--- src/rtl/bin2bcd_pkg.sv ---
// Shared types and constants for the binary-to-BCD score converter.
// Latency: none (declarations only).
// Backpressure: not applicable.
package bin2bcd_pkg;

  typedef enum logic [1:0] {IDLE, SHIFT, DONE} state_t;

  localparam int BCD_DIGIT_W = 4;

  // Largest value representable with num_hex decimal digits (10^n - 1).
  function automatic longint unsigned max_bcd_value(input int num_hex);
    longint unsigned p;
    p = 1;
    for (int i = 0; i < num_hex; i++) begin
      p = p * 10;
    end
    return p - 1;
  endfunction

endpackage

--- src/rtl/bcd_digit_adjust.sv ---
// One BCD digit correction cell: add 3 when the digit is 5 or more.
// Latency: combinational.
// Backpressure: none.
module bcd_digit_adjust
  import bin2bcd_pkg::*;
(
  input  logic [BCD_DIGIT_W-1:0] digit,
  output logic [BCD_DIGIT_W-1:0] adj
);

  always_comb begin
    adj = digit;
    if (digit >= BCD_DIGIT_W'(5)) begin
      adj = digit + BCD_DIGIT_W'(3);
    end
  end

endmodule

--- src/rtl/bin2bcd_seq.sv ---
// Iterative shift-and-add-3 binary-to-BCD converter; bcd/ovf hold the last result.
// Latency: start accepted at cycle t -> done pulse and new bcd at t+BIN_W+1.
// Backpressure: start is ignored while busy; optional BIN2BCD_AUTO_START_EN starts on bin change.
module bin2bcd_seq
  import bin2bcd_pkg::*;
#(
  parameter int BIN_W   = 10,
  parameter int NUM_HEX = 3
) (
  input  logic                           clk,
  input  logic                           rst,
  input  logic                           start,
  input  logic [BIN_W-1:0]               bin,
  output logic                           busy,
  output logic                           done,
  output logic [NUM_HEX*BCD_DIGIT_W-1:0] bcd,
  output logic                           ovf
);

  localparam int BCD_W = NUM_HEX * BCD_DIGIT_W;
  localparam int CNT_W = $clog2(BIN_W + 1);
  localparam int CMP_W = (BIN_W + 1 > 64) ? BIN_W + 1 : 64;
  localparam logic [CMP_W-1:0] MAX_VAL = CMP_W'(max_bcd_value(NUM_HEX));

  state_t           state;
  logic [BIN_W-1:0] shreg;
  logic [BCD_W-1:0] scratch;
  logic [BCD_W-1:0] scratch_adj;
  logic [BCD_W-1:0] scratch_nxt;
  logic [CNT_W-1:0] count;
  logic             ovf_pend;
  logic             trig;

  for (genvar k = 0; k < NUM_HEX; k++) begin : g_adj
    bcd_digit_adjust u_adj (
      .digit (scratch[k*BCD_DIGIT_W +: BCD_DIGIT_W]),
      .adj   (scratch_adj[k*BCD_DIGIT_W +: BCD_DIGIT_W])
    );
  end

  // Carry out of the top digit is dropped; it only occurs on overflow, which is masked.
  assign scratch_nxt = BCD_W'({scratch_adj, shreg[BIN_W-1]});

`ifdef BIN2BCD_AUTO_START_EN
  logic [BIN_W-1:0] last_bin;

  always_ff @(posedge clk) begin
    if (rst) begin
      last_bin <= '0;
    end else if (trig && (state != SHIFT)) begin
      last_bin <= bin;
    end
  end

  assign trig = start | (bin != last_bin);
`else
  assign trig = start;
`endif

  always_ff @(posedge clk) begin
    if (rst) begin
      state    <= IDLE;
      busy     <= 1'b0;
      done     <= 1'b0;
      bcd      <= '0;
      ovf      <= 1'b0;
      shreg    <= '0;
      scratch  <= '0;
      count    <= '0;
      ovf_pend <= 1'b0;
    end else begin
      done <= 1'b0;
      case (state)
        IDLE, DONE: begin
          if (trig) begin
            shreg    <= bin;
            scratch  <= '0;
            count    <= '0;
            ovf_pend <= CMP_W'(bin) > MAX_VAL;
            busy     <= 1'b1;
            state    <= SHIFT;
          end else begin
            state <= IDLE;
          end
        end
        SHIFT: begin
          scratch <= scratch_nxt;
          shreg   <= shreg << 1;
          count   <= count + CNT_W'(1);
          if (count == CNT_W'(BIN_W - 1)) begin
            busy  <= 1'b0;
            done  <= 1'b1;
            bcd   <= ovf_pend ? {NUM_HEX{4'h9}} : scratch_nxt;
            ovf   <= ovf_pend;
            state <= DONE;
          end
        end
        default: state <= IDLE;
      endcase
    end
  end

endmodule
--- config.mk ---
export PLATFORM = sky130hd
export DESIGN_NAME = bin2bcd_seq
export DESIGN_NICKNAME = d
export VERILOG_FILES = /design/src/rtl/bin2bcd_pkg.sv /design/src/rtl/bcd_digit_adjust.sv /design/src/rtl/bin2bcd_seq.sv
export SDC_FILE = /design/constraint.sdc
export NUM_CORES = 1
export LEC_CHECK = 0
export CORE_MARGIN = 1.5
export CORE_UTILIZATION = 45
export CTS_CLUSTER_DIAMETER = 40
export DETAILED_ROUTE_END_ITERATION = 12
export GPL_ROUTABILITY_DRIVEN = 0
export PLACE_DENSITY = 0.68
export SLEW_MARGIN = 30
export SYNTH_ARGS = -nofsm -noshare
export SYNTH_HDL_FRONTEND = slang
export SYNTH_SLANG_ARGS = --single-unit
--- constraint.sdc ---
create_clock -name clk -period 1.8 [get_ports clk]
set_input_delay 0.54 -clock clk [delete_from_list [all_inputs] [get_ports clk]]
set_output_delay 0.54 -clock clk [all_outputs]
set_load 0.05 [all_outputs]
## Yosys cells after proc, flatten, opt, wreduce, memory -nomap -nowiden

Cells that the tools add are included.

| word-level totals | value |
|---|---|
| register bits after elaboration | 44 |
| output and inout port bits | 15 |
| input bits | 13 |
| logic and storage cells | 48 |

| cells by class | value |
|---|---|
| add/subtract/negate cells | 4 |
| equality and inequality tests | 5 |
| bitwise logic cells | 1 |
| muxes and demuxes | 17 |
| reduce and logical (&&, ||, !) cells | 8 |
| $lt $le $gt $ge | 4 |

Operator list:

| cell | number |
|---|---|
| two-way mux 12 bit | 2 |
| case mux 12 bit (2 select lines) | 1 |
| case mux 10 bit (2 select lines) | 1 |
| >= comparator 4 x 3 -> 1 bit (second input constant) | 3 |
| two-way mux 4 bit | 3 |
| greater-than comparator 10 bit (second input constant) | 1 |
| two-way mux 10 bit | 1 |
| adder 4 x 2 -> 4 bit (second input constant) | 2 |
| case mux 4 bit (2 select lines) | 1 |
| AND reduction 2 bit | 3 |
| adder 4 x 1 -> 4 bit (second input constant) | 1 |
| equality test 4 bit (second input constant) | 1 |
| two-way mux 1 bit | 4 |
| != test 2 bit (second input constant) | 2 |
| case mux 2 bit (2 select lines) | 1 |
| OR reduction 2 bit | 2 |
| adder 3 x 2 -> 3 bit (second input constant) | 1 |
| two-way mux 3 bit | 1 |
| AND reduction 3 bit | 1 |
| equality test 2 x 1 -> 1 bit (second input constant) | 1 |
| equality test 2 bit (second input constant) | 1 |
| zero test 2 bit | 1 |
| two-way mux 2 bit | 1 |
| case mux 1 bit (2 select lines) | 1 |
| other kinds (2) | 2 |

## Longest topological paths before layout

| depth | value |
|---|---|
| word-level depth | 4 |
| gate-level depth with buffers | 8 |
| mapped depth without buffers | 6 |

## Hierarchy

From an unflattened synthesis, not the netlist that was laid out.

| second synthesis, totals | value |
|---|---|
| cells, all modules | 252 |
| area, all modules | 2,074.5 sq um |

By module, submodules not included:

| module | seq. area each (sq um) | cells an instance | instances | area an instance (sq um) |
|---|---|---|---|---|
| bin2bcd_seq | 880.8 | 204 | 1 | 1,770.4 |
| bcd_digit_adjust | 0.0 | 16 | 3 | 101.3 |

## Least setup slack after synthesis

Ideal clock, no wire load.

| timing path | value |
|---|---|
| path type | reg2reg |
| start point | reg count[0] |
| end point | reg bcd[10] |
| data required time | 1,731 ps |
| stages on the path, launching flop included | 7 |
| slack | 302 ps |
| setup time | 69 ps |
| path buffers | 1 |
| data arrival time | 1,429 ps |
| clock period less this slack | 1,498 ps |
| path through | dfxtp_1 > ha_1 > nand3b_1 > or2_1 > buf_2 > or3_4 > o21ai_1 |

| on the way | value |
|---|---|
| word-level cells in the longest chain between the ends | 2 |

Ends and longest elaborated chain:

| element | line | text |
|---|---|---|
| from (decl) | bin2bcd_seq.sv:30 | `logic [CNT_W-1:0] count;` |
| from (signal assigned) | bin2bcd_seq.sv:89 | `count <= count + CNT_W'(1);` |
| equality test 4 bit | bin2bcd_seq.sv:90 | `if (count == CNT_W'(BIN_W - 1)) begin` |
| AND reduction 2 bit (no source line) | -- |  |
| to (signal assigned) | bin2bcd_seq.sv:93 | `bcd <= ovf_pend ? {NUM_HEX{4'h9}} : scratch_nxt;` |
| to (decl) | bin2bcd_seq.sv:16 | `output logic [NUM_HEX*BCD_DIGIT_W-1:0] bcd,` |

No other way between the ends.
A chain may end at the register's enable or synchronous reset.

## Worst setup path after layout

| timing path | value |
|---|---|
| start point | in start |
| end point | reg scratch[7] |

| on the way | value |
|---|---|
| word-level cells in the longest chain between the ends | 2 |

Ends and longest elaborated chain:

| element | line | text |
|---|---|---|
| from (decl) | bin2bcd_seq.sv:12 | `input logic start,` |
| != test 2 bit (no source line) | -- |  |
| AND reduction 2 bit (no source line) | -- |  |
| to (signal assigned) | bin2bcd_seq.sv:87 | `scratch <= scratch_nxt;` |
| to (decl) | bin2bcd_seq.sv:27 | `logic [BCD_W-1:0] scratch;` |

No other way between the ends.

==> impl_metrics.csv <==
group,metric,value,unit
cells_and_area,nets,276,
grt,met1_usage,26.3,%
floorplan,io_pins,28,
place,io_buffers,27,
setup_path,r2r_cells,5,
clock_tree,post_cts_buffers,0,
setup_path,worst-path-buf-inv,1,
route,initialDrtViolationCount,107,
floorplan,row_count,23,
clock_tree,cts.sink_count,44,
setup_path,worstSetupPathType,"primary input to register",
floorplan,core,4030,µm²
route,first_pass_iters,4,
timing,fin_crit_sh,92.8,%
grt,grt_overflow,0,
clock_tree,cts_resized,0,
logic_synthesis,synthCells,221,
floorplan,initial_core_util,47.4,%
timing,fin_skew,0.00714,ns
floorplan,fp.dieW,68.1,µm
worst_hold_path,hold_path_end,"shreg[7]$_SDFFE_PP0P_",
grt,grt_pass1_vias,1353,
power,ir_drop,0.552,mV
grt,gr-usage-met2,28.3,%
timing,final-setup-viol-count,0,
setup_path,arrival,1.91,ns
job,maxCapViolCount,0,
worst_hold_path,holdPathStages,2,
timing,tightest_slew,0.659,ns
logic_synthesis,ys_types,26,
setup_path,cpLargestDelayFamily,"simple AND/OR/NAND/NOR gates",
cells_and_area,multi_input_area,937,µm²
timing,maxSlewHeadroom,56.0,%
setup_path,end_kind,"register",
setup_path,regToRegEndpoint,"bcd[9]$_SDFFE_PP0P_",
cells_and_area,final_common_cell,"dfxtp_1",
setup_path,critPathLaunchType,"primary input",
clock_tree,max-clock-path-buffers,2,
timing,min_period,1.67,ns
cells_and_area,drive_gt1_share,17.2,%
grt,grt_max_degree,23,
outcome,status,"finished, final reports clean",
clock_tree,cts_tree,"yes",
route,drcViolationCount,0,
setup_path,crit_chain,"clkdlybuf4s50_1 > nor2b_1 > nor2_2 > a22oi_1 > nor2_1",
timing,fmax,598,MHz
place,dp_hpwl,2.91,mm
clock_tree,cts_root_buffer,"clkbuf_8",
grt,top_usage_layer,"met2",
logic_synthesis,syn_area_per_cell,8.63,µm²
grt,grt.met3_usage,4.93,%
setup_path,r2r_slack,0.19,ns
timing,rsz0062_at_grt,"no",
floorplan,die_y,68.1,µm
timing,hold_viol,0,
worst_hold_path,min_path_type,"register to register",
timing,drv_slew,0,
clock_tree,insertion_delay,0.30,ns
logic_synthesis,netlist_area,1910,µm²
clock_tree,numCtsBuffers,5,
logic_synthesis,yosysWarnings,0,
cells_and_area,design_area,2360,µm²
grt,antenna_found_initial,0,
route,wirelength,4.08,mm
logic_synthesis,ys_ff_latch,44,
worst_hold_path,min_from,"shreg[7]$_SDFFE_PP0P_",
power,p_leak,0.872,nW
clock_tree,path_clk_slew,0.09,ns
route,wl_per_cell,13.3,µm
setup_path,cpMaxStageDelayCell,"nor2_2",
power,powerDensity,819,nW/µm²
cells_and_area,diodes,0,
floorplan,dieArea,4640,µm²
cells_and_area,area_growth,23.9,%
logic_synthesis,seq_area_frac_synth,46.2,%
route,vias,1609,
place,placed_area,2250,µm²
clock_tree,holdBufCountCts,0,
logic_synthesis,syn_nets,242,
route,postRouteAntennaNets,0,
setup_path,r2r_start,"count[0]$_SDFFE_PP0P_",
grt,grt_usage,18.8,%
setup_path,required,2.04,ns
setup_path,crit_fanout,16,
cells_and_area,final_cell_mix,"dfxtp_1 (44), buf_4 (30), nor2_1 (24)",
setup_path,max_stage_delay,0.51,ns
grt,grt_pass1_wl,6.49,mm
route,drt-vias-per-instance,5.26,
cells_and_area,nFillCells,387,
clock_tree,ctsHtreeMaxLevel,2,
cells_and_area,seq_area,881,µm²
timing,hold_slack,0.458,ns
-- cell usage after synthesis --
| library cell | count | area, µm² |
|---|---|---|
| clkbuf_1 | 11 | 41.3 |
| ha_1 | 8 | 100 |
| nand2_1 | 15 | 56.3 |
| or3_1 | 5 | 31.3 |
| buf_6 | 1 | 11.3 |
| a21oi_1 | 22 | 110 |
| a211oi_1 | 2 | 15.0 |
| buf_2 | 2 | 10.0 |
| nand2b_1 | 9 | 56.3 |
| a22oi_1 | 14 | 105 |
| xnor2_1 | 3 | 26.3 |
| dfxtp_1 | 44 | 881 |
| or2_1 | 1 | 6.26 |
| nand4_1 | 2 | 12.5 |
| nor3_1 | 9 | 45.0 |
| buf_1 | 1 | 3.75 |
| nor3b_1 | 3 | 22.5 |
| nor2b_1 | 2 | 12.5 |
| o22ai_1 | 8 | 50.1 |
| nor2_1 | 25 | 93.8 |
| o21ai_1 | 7 | 35.0 |
| inv_1 | 7 | 26.3 |
| nand3b_1 | 10 | 75.1 |
| o21ai_0 | 5 | 25.0 |
| mux2_2 | 4 | 45.0 |
| or3_4 | 1 | 11.3 |
-- how the worst max path moves through the flow --
stage | startpoint | end | slack [ns] | cells after the start
3_5_place_dp | start | scratch[7]$_SDFFE_PP0P_ | -0.21 | 5
6_report | start | scratch[7]$_SDFFE_PP0P_ | 0.13 | 5
3_3_place_gp | start | scratch[7]$_SDFFE_PP0P_ | -0.48 | 5
5_1_grt | start | count[1]$_SDFFE_PP0P_ | 0.03 | 5
4_1_cts | start | scratch[7]$_SDFFE_PP0P_ | 0.11 | 5
2_1_floorplan | count[0]$_SDFFE_PP0P_ | bcd[10]$_SDFFE_PP0P_ | 0.30 | 6
-- stage by stage --
step	setup TNS, ns	utilization [%]	setup slack [ns]	total power, mW	instances
2_1_floorplan	0	-	0.302	1.13	221
3_3_place_gp	-6.97	55.8	-0.480	1.20	298
3_5_place_dp	-2.99	55.9	-0.212	1.21	298
4_1_cts	0	58.7	0.107	1.96	306
5_1_grt	0	58.7	0.0263	2.02	306
6_report	0	58.7	0.129	1.94	306
-- registers in the layout, indices dropped and copies added, names as in the netlist --
| signal | flops |
|---|---|
| bcd | 12 |
| scratch | 12 |
| shreg | 10 |
| count | 4 |
| state | 2 |
| busy | 1 |
| done | 1 |
| ovf | 1 |
| ovf_pend | 1 |
-- worst register-to-register path, stage by stage, from the launching register on --
cell,delay [ns]
dfxtp_1,0.41
ha_1,0.18
nand3b_1,0.12
or2_1,0.29
or3_4,0.38
o21ai_1,0.16
-- kinds of logic after synthesis --
kind of cell / share of synthesized area (%)
DFF: 46.2
and+or+nand+nor: 22.2
buffers and inverters: 4.85
adders and majority gates: 5.25
AOI/OAI and AO/OA: 17.8
muxes: 2.36
xor gates and xnor gates: 1.38
-- final cells by class --
cell class	instances	area share, %
clock buffer	5	2.91
clock inverter	3	1.80
inverter	7	1.11
multi-input combinational	155	39.7
sequential	44	37.3
tap	50	2.65
timing repair buffer	42	14.6
-- routing by layer --
metal	part of all wire, %	wire length [µm]
met2	45	1830
met5	0	0
met3	3.0	124
met4	1.3	55
met1	51	2060
-- power by group --
group | internal, mW | switching, mW | total [mW]
combinational | 0.0766 | 0.0948 | 0.171
sequential | 0.995 | 0.0146 | 1.01
clock | 0.411 | 0.344 | 0.755
total | 1.48 | 0.454 | 1.94
No activity file was read; power rests on OpenSTA's default activity.
